### config.mk
export PLATFORM = sky130hd
export DESIGN_NAME = k_low_pass_filter_mc
export DESIGN_NICKNAME = d
export VERILOG_FILES = /design/src/rtl/k_low_pass_filter_mc.sv
export SDC_FILE = /design/constraint.sdc
export NUM_CORES = 2
export LEC_CHECK = 0
export ABC_CLOCK_PERIOD_IN_PS = 12800
export BUFFER_PORTS_ARGS = -buffer_cell sky130_fd_sc_hd__buf_4
export CORE_MARGIN = 1
export CORE_UTILIZATION = 59
export CTS_CLUSTER_DIAMETER = 100
export DETAILED_ROUTE_END_ITERATION = 7
export MAX_ROUTING_LAYER = met4
export PLACE_DENSITY = 0.85
export SLEW_MARGIN = 0
export SYNTH_ARGS = -nofsm -noshare
export SYNTH_HDL_FRONTEND = slang
export SYNTH_SLANG_ARGS = --single-unit
### constraint.sdc
create_clock -name clk -period 12.8 [get_ports clk]
set_input_delay 0.64 -clock clk [delete_from_list [all_inputs] [get_ports clk]]
set_output_delay 0.64 -clock clk [all_outputs]
set_load 0.01 [all_outputs]
### src/rtl/k_low_pass_filter_mc.sv
// N_CH-channel first-order IIR low-pass with unity DC gain, run-time k, seeding, bypass, saturation.
// Latency: a sample driven in cycle t appears on y with out_valid after the edge ending cycle t+1.
// Backpressure: none; one sample per cycle per channel, enable low simply stops acceptance.
module k_low_pass_filter_mc #(
    parameter int                     N_CH       = 4,
    parameter int                     DW         = 16,
    parameter int                     FRAC       = 32,
    parameter int                     K_DEFAULT  = 26,
    parameter int                     K_MIN      = 2,
    parameter int                     K_MAX      = 40,
    parameter logic signed [DW-1:0]   INIT_VALUE = 16'sd8192
) (
    input  logic                 clk,
    input  logic                 reset,
    input  logic                 enable,
    input  logic                 in_valid,
    input  logic [N_CH*DW-1:0]   x,
    input  logic [5:0]           k_sel,
    input  logic                 k_load,
    input  logic                 seed_en,
    input  logic                 rearm,
    input  logic                 bypass,
    output logic [N_CH*DW-1:0]   y,
    output logic                 out_valid,
    output logic [5:0]           k_act,
    output logic                 k_err
);

    localparam int AW = DW + FRAC;
    localparam int IW = AW + 2;
    localparam logic [5:0] K_MIN6 = 6'(K_MIN);
    localparam logic [5:0] K_MAX6 = 6'(K_MAX);
    localparam logic [5:0] K_DEF6 = 6'(K_DEFAULT);
    localparam logic signed [AW-1:0] INIT_ACC = {INIT_VALUE, {FRAC{1'b0}}};

    logic                 accept;
    logic [5:0]           k_clamped;
    logic                 k_bad;

    logic                 v_s1;
    logic [N_CH*DW-1:0]   x_s1;
    logic                 bypass_s1;
    logic [N_CH-1:0]      seed_s1;
    logic [5:0]           k_s1;

    logic signed [AW-1:0] x_1 [N_CH];
    logic signed [AW-1:0] y_1 [N_CH];
    logic [N_CH-1:0]      primed;

    logic signed [IW-1:0] xf_w  [N_CH];
    logic signed [IW-1:0] w_w   [N_CH];
    logic signed [AW-1:0] xf_a  [N_CH];
    logic signed [AW-1:0] w_sat [N_CH];

    assign accept = enable & in_valid;

    always_comb begin
        k_bad     = (k_sel < K_MIN6) || (k_sel > K_MAX6);
        k_clamped = k_sel;
        if (k_sel < K_MIN6)
            k_clamped = K_MIN6;
        else if (k_sel > K_MAX6)
            k_clamped = K_MAX6;
    end

    // Two guard bits above AW keep the recursion exact before the clamp.
    always_comb begin
        for (int c = 0; c < N_CH; c++) begin
            xf_w[c] = IW'(signed'(x_s1[c*DW +: DW])) <<< FRAC;
            xf_a[c] = xf_w[c][AW-1:0];
            w_w[c]  = IW'(y_1[c])
                    + ((xf_w[c] + IW'(x_1[c])) >>> k_s1)
                    - (IW'(y_1[c]) >>> (k_s1 - 6'd1));
            if (w_w[c][IW-1:AW-1] == 3'b000 || w_w[c][IW-1:AW-1] == 3'b111)
                w_sat[c] = w_w[c][AW-1:0];
            else if (w_w[c][IW-1])
                w_sat[c] = {1'b1, {(AW-1){1'b0}}};
            else
                w_sat[c] = {1'b0, {(AW-1){1'b1}}};
        end
    end

    always_ff @(posedge clk or posedge reset) begin
        if (reset) begin
            k_act     <= K_DEF6;
            k_err     <= 1'b0;
            v_s1      <= 1'b0;
            x_s1      <= '0;
            bypass_s1 <= 1'b0;
            seed_s1   <= '0;
            k_s1      <= K_DEF6;
            primed    <= '0;
            out_valid <= 1'b0;
            for (int c = 0; c < N_CH; c++) begin
                x_1[c]          <= INIT_ACC;
                y_1[c]          <= INIT_ACC;
                y[c*DW +: DW]   <= INIT_VALUE;
            end
        end else begin
            if (k_load) begin
                k_act <= k_clamped;
                if (k_bad)
                    k_err <= 1'b1;
            end

            v_s1 <= accept;
            if (accept) begin
                x_s1      <= x;
                bypass_s1 <= bypass;
                k_s1      <= k_load ? k_clamped : k_act;
                for (int c = 0; c < N_CH; c++)
                    seed_s1[c] <= seed_en & (~primed[c] | rearm);
            end

            out_valid <= v_s1;
            if (rearm)
                primed <= '0;

            // Bypass still advances the filter state so filtering resumes without a glitch.
            if (v_s1) begin
                for (int c = 0; c < N_CH; c++) begin
                    x_1[c] <= xf_a[c];
                    if (seed_s1[c]) begin
                        y_1[c]        <= xf_a[c];
                        y[c*DW +: DW] <= x_s1[c*DW +: DW];
                        primed[c]     <= 1'b1;
                    end else begin
                        y_1[c]        <= w_sat[c];
                        y[c*DW +: DW] <= bypass_s1 ? x_s1[c*DW +: DW] : w_sat[c][AW-1:FRAC];
                    end
                end
            end
        end
    end

endmodule

==> out/results.tsv <==
metric	value	unit
status	complete, but fails checks	
violations	DRC	
slew_headroom	1.95	%
min_path_type	input port to asynchronous set/reset pin	
grt_start_max_net_pins	218	
hpwl	153000	um
viasPerCell	7.26	
synth_cells	6490	
use_met1	58.8	%
critPathKind	register to register	
place_area	53100	um^2
synth_area	51600	um^2
seq_area	10200	um^2
cts-buffers-inserted	51	
crit_required	13.36	ns
path_clk_slew	0.06	ns
synth_nets	7021	
r2r-end	y_1[108]	
die-area	88700	um^2
r2r_cells	25	
die_h	298	um
cts_tree	yes	
clock_latency	0.69	ns
grt_antenna_before_repair	4	
synth_edf_count	0	
critPathCaptureType	register	
setup_tns	0	ns
setup_viol	0	
dr.pass1.iters	8	
gr-usage-all-layers	45.8	%
multiInputGateArea	38700	um^2
clock_skew	0.0212	ns
cts_max_path_buffers	3	
max_freq	0.0983	GHz
ant_nets	0	
grt_pass1_vias	50100	
fin_crit	10.17	ns
wl_per_cell	27.1	um
fin_ws	2.63	ns
synth_area_leader_cell	dfrtp_1	
final_area	55000	um^2
die-width	298	um
finalCritPeriodShare	79.4	%
yosysWarnings	0	
use_met3	14.3	%
met2_usage	63.9	%
final_cells	7511	
startpoint_type	register	
tightest_slew	1.47	ns
netlist_top_cells_count	nand2_1 (827), a21oi_1 (747), o21ai_0 (631)	
dpl.cell_count	7408	
ys.flop_type	dfrtp_1	
drt-total-wl	204000	um
core	86800	um^2
grt_overflow	0	
avgSynthCellArea	7.95	um^2
async_flop_share	100	%
synth_most_common_cell	nand2_1	
crit_fanout	117	
nFillCells	7510	
grt_pass1_wl	306000	um
synth_top_area_share	18.9	%
io_buffers	149	
drt_iter0_drc	9024	
grt.busiest_layer	met2	
slew_viol_final	0	
clockRootBuffer	clkbuf_16	
drive_gt1_share	11.1	%
ys_seq_elements	408	
yosysUniqueCellTypes	98	
synth_area_leaders	dfrtp_1 (19%), fa_1 (7.4%), a21oi_1 (7.2%)	
rrSetupSlack	2.63	ns
place_ws	3.03	ns
final_nets	6837	
cts_hold_buf	0	
start_util	59.5	%
seq_area_frac_synth	19.8	%
arrival	10.73	ns
rsz0062_at_grt	no	
rows	108	
vias	54500	
area_growth_syn_to_layout	6.49	%
cts.repair.resized	0	
place.gp.congestion	1.13	
timing.final.hold_violations	0	
drv_cap	0	
r2r-start	k_s1[0]	
h-tree-depth	2	
ios	150	
route.detailed.drc	19	
cts_num_sinks	408	
postCtsSetupBuffers	0	
## metal layers
layer  vias up  share of wire [%]
met1     25900                 37
li1      23500                  -
met4         0                6.7
met2      4177                 41
met3       896                 15
met5         -                  0
## stage by stage
step	utilization, %	hold WS [ns]
floorplan	-	0.352
global placement	61.2	0.446
detailed placement	61.2	0.450
CTS	63.3	0.0302
global route	63.3	0.0539
finish	63.3	0.00374
## state kept, by name, summed over array words and instances (netlist names)
| signal | count |
|---|---|
| primed | 4 |
| y_1 | 192 |
| y | 64 |
| k_err | 1 |
| k_s1 | 6 |
| bypass_s1 | 1 |
| v_s1 | 1 |
| seed_s1 | 4 |
| x_1 | 64 |
| k_act | 6 |
| out_valid | 1 |
| x_s1 | 64 |
## kinds of logic (layout without fill, tap and decap cells)
| family | Yosys count | count (layout) | share of synthesized area (%) |
|---|---|---|---|
| mux | 474 | 474 | 12.7 |
| flops | 408 | 408 | 19.8 |
| other cells | 0 | 7 | 0 |
| fa+ha+maj | 453 | 453 | 13.8 |
| buf+inv | 714 | 573 | 5.30 |
| simple gates | 1787 | 1787 | 15.1 |
| compound gates | 2431 | 2431 | 29.5 |
| xor+xnor | 223 | 223 | 3.78 |
## critical path, stage by stage (launching register included)
cell and delay (ns):
dfrtp_4 0.83, inv_6 0.39, ha_4 0.93, buf_12 0.55, mux2_2 0.42, o21ai_0 0.27
nor2_1 0.07, a21oi_1 0.19, a21oi_1 0.15, o211ai_1 0.26, o21ai_0 0.13, ha_1 0.31
inv_1 0.04, ha_1 0.22, fa_1 0.49, a211oi_1 0.30, o21bai_1 0.12, a21oi_1 0.43
o31ai_1 0.24, o21ai_0 0.37, o211ai_1 0.30, a221o_1 0.42, nor4b_1 0.18, nor3_2 0.82
nand2_1 0.99, o221ai_1 0.51
## how the worst max path moves through the flow
stage	startpoint	endpoint	slack, ns	cells after the start
3_5_place_dp	k_s1[0]	y_1[104]	3.03	24
4_1_cts	k_s1[0]	y_1[106]	2.93	25
2_1_floorplan	reset	bypass_s1	0.84	1
3_3_place_gp	k_s1[0]	y_1[110]	3.27	24
5_1_grt	k_s1[0]	y_1[114]	2.06	25
6_report	k_s1[0]	y_1[108]	2.63	25
## cells in the final DEF (no fill, tap or decap), types with 100 or more instances in the layout
cell type    n
o21ai_0    631
fa_1       192
a21o_1     116
mux2i_1    195
buf_4      223
nand3_1    141
nor2_1     467
xnor2_1    145
o211ai_1   100
inv_1      243
nand2_1    826
o22ai_1    147
dfrtp_1    386
a21oi_1    747
mux2_2     151
ha_1       260
mux4_2     128
## cell type report
cell class,instances,area share (%)
multi-input combinational,5368,70.5
clock inverter,33,0.788
tap,1155,2.63
sequential,408,18.6
antenna,7,0.0319
timing repair buffer,226,3.16
clock buffer,63,2.55
inverter,251,1.74
Power is not shown: default switching activity piles up to over one toggle a cycle in this logic, so the estimate is an artifact.
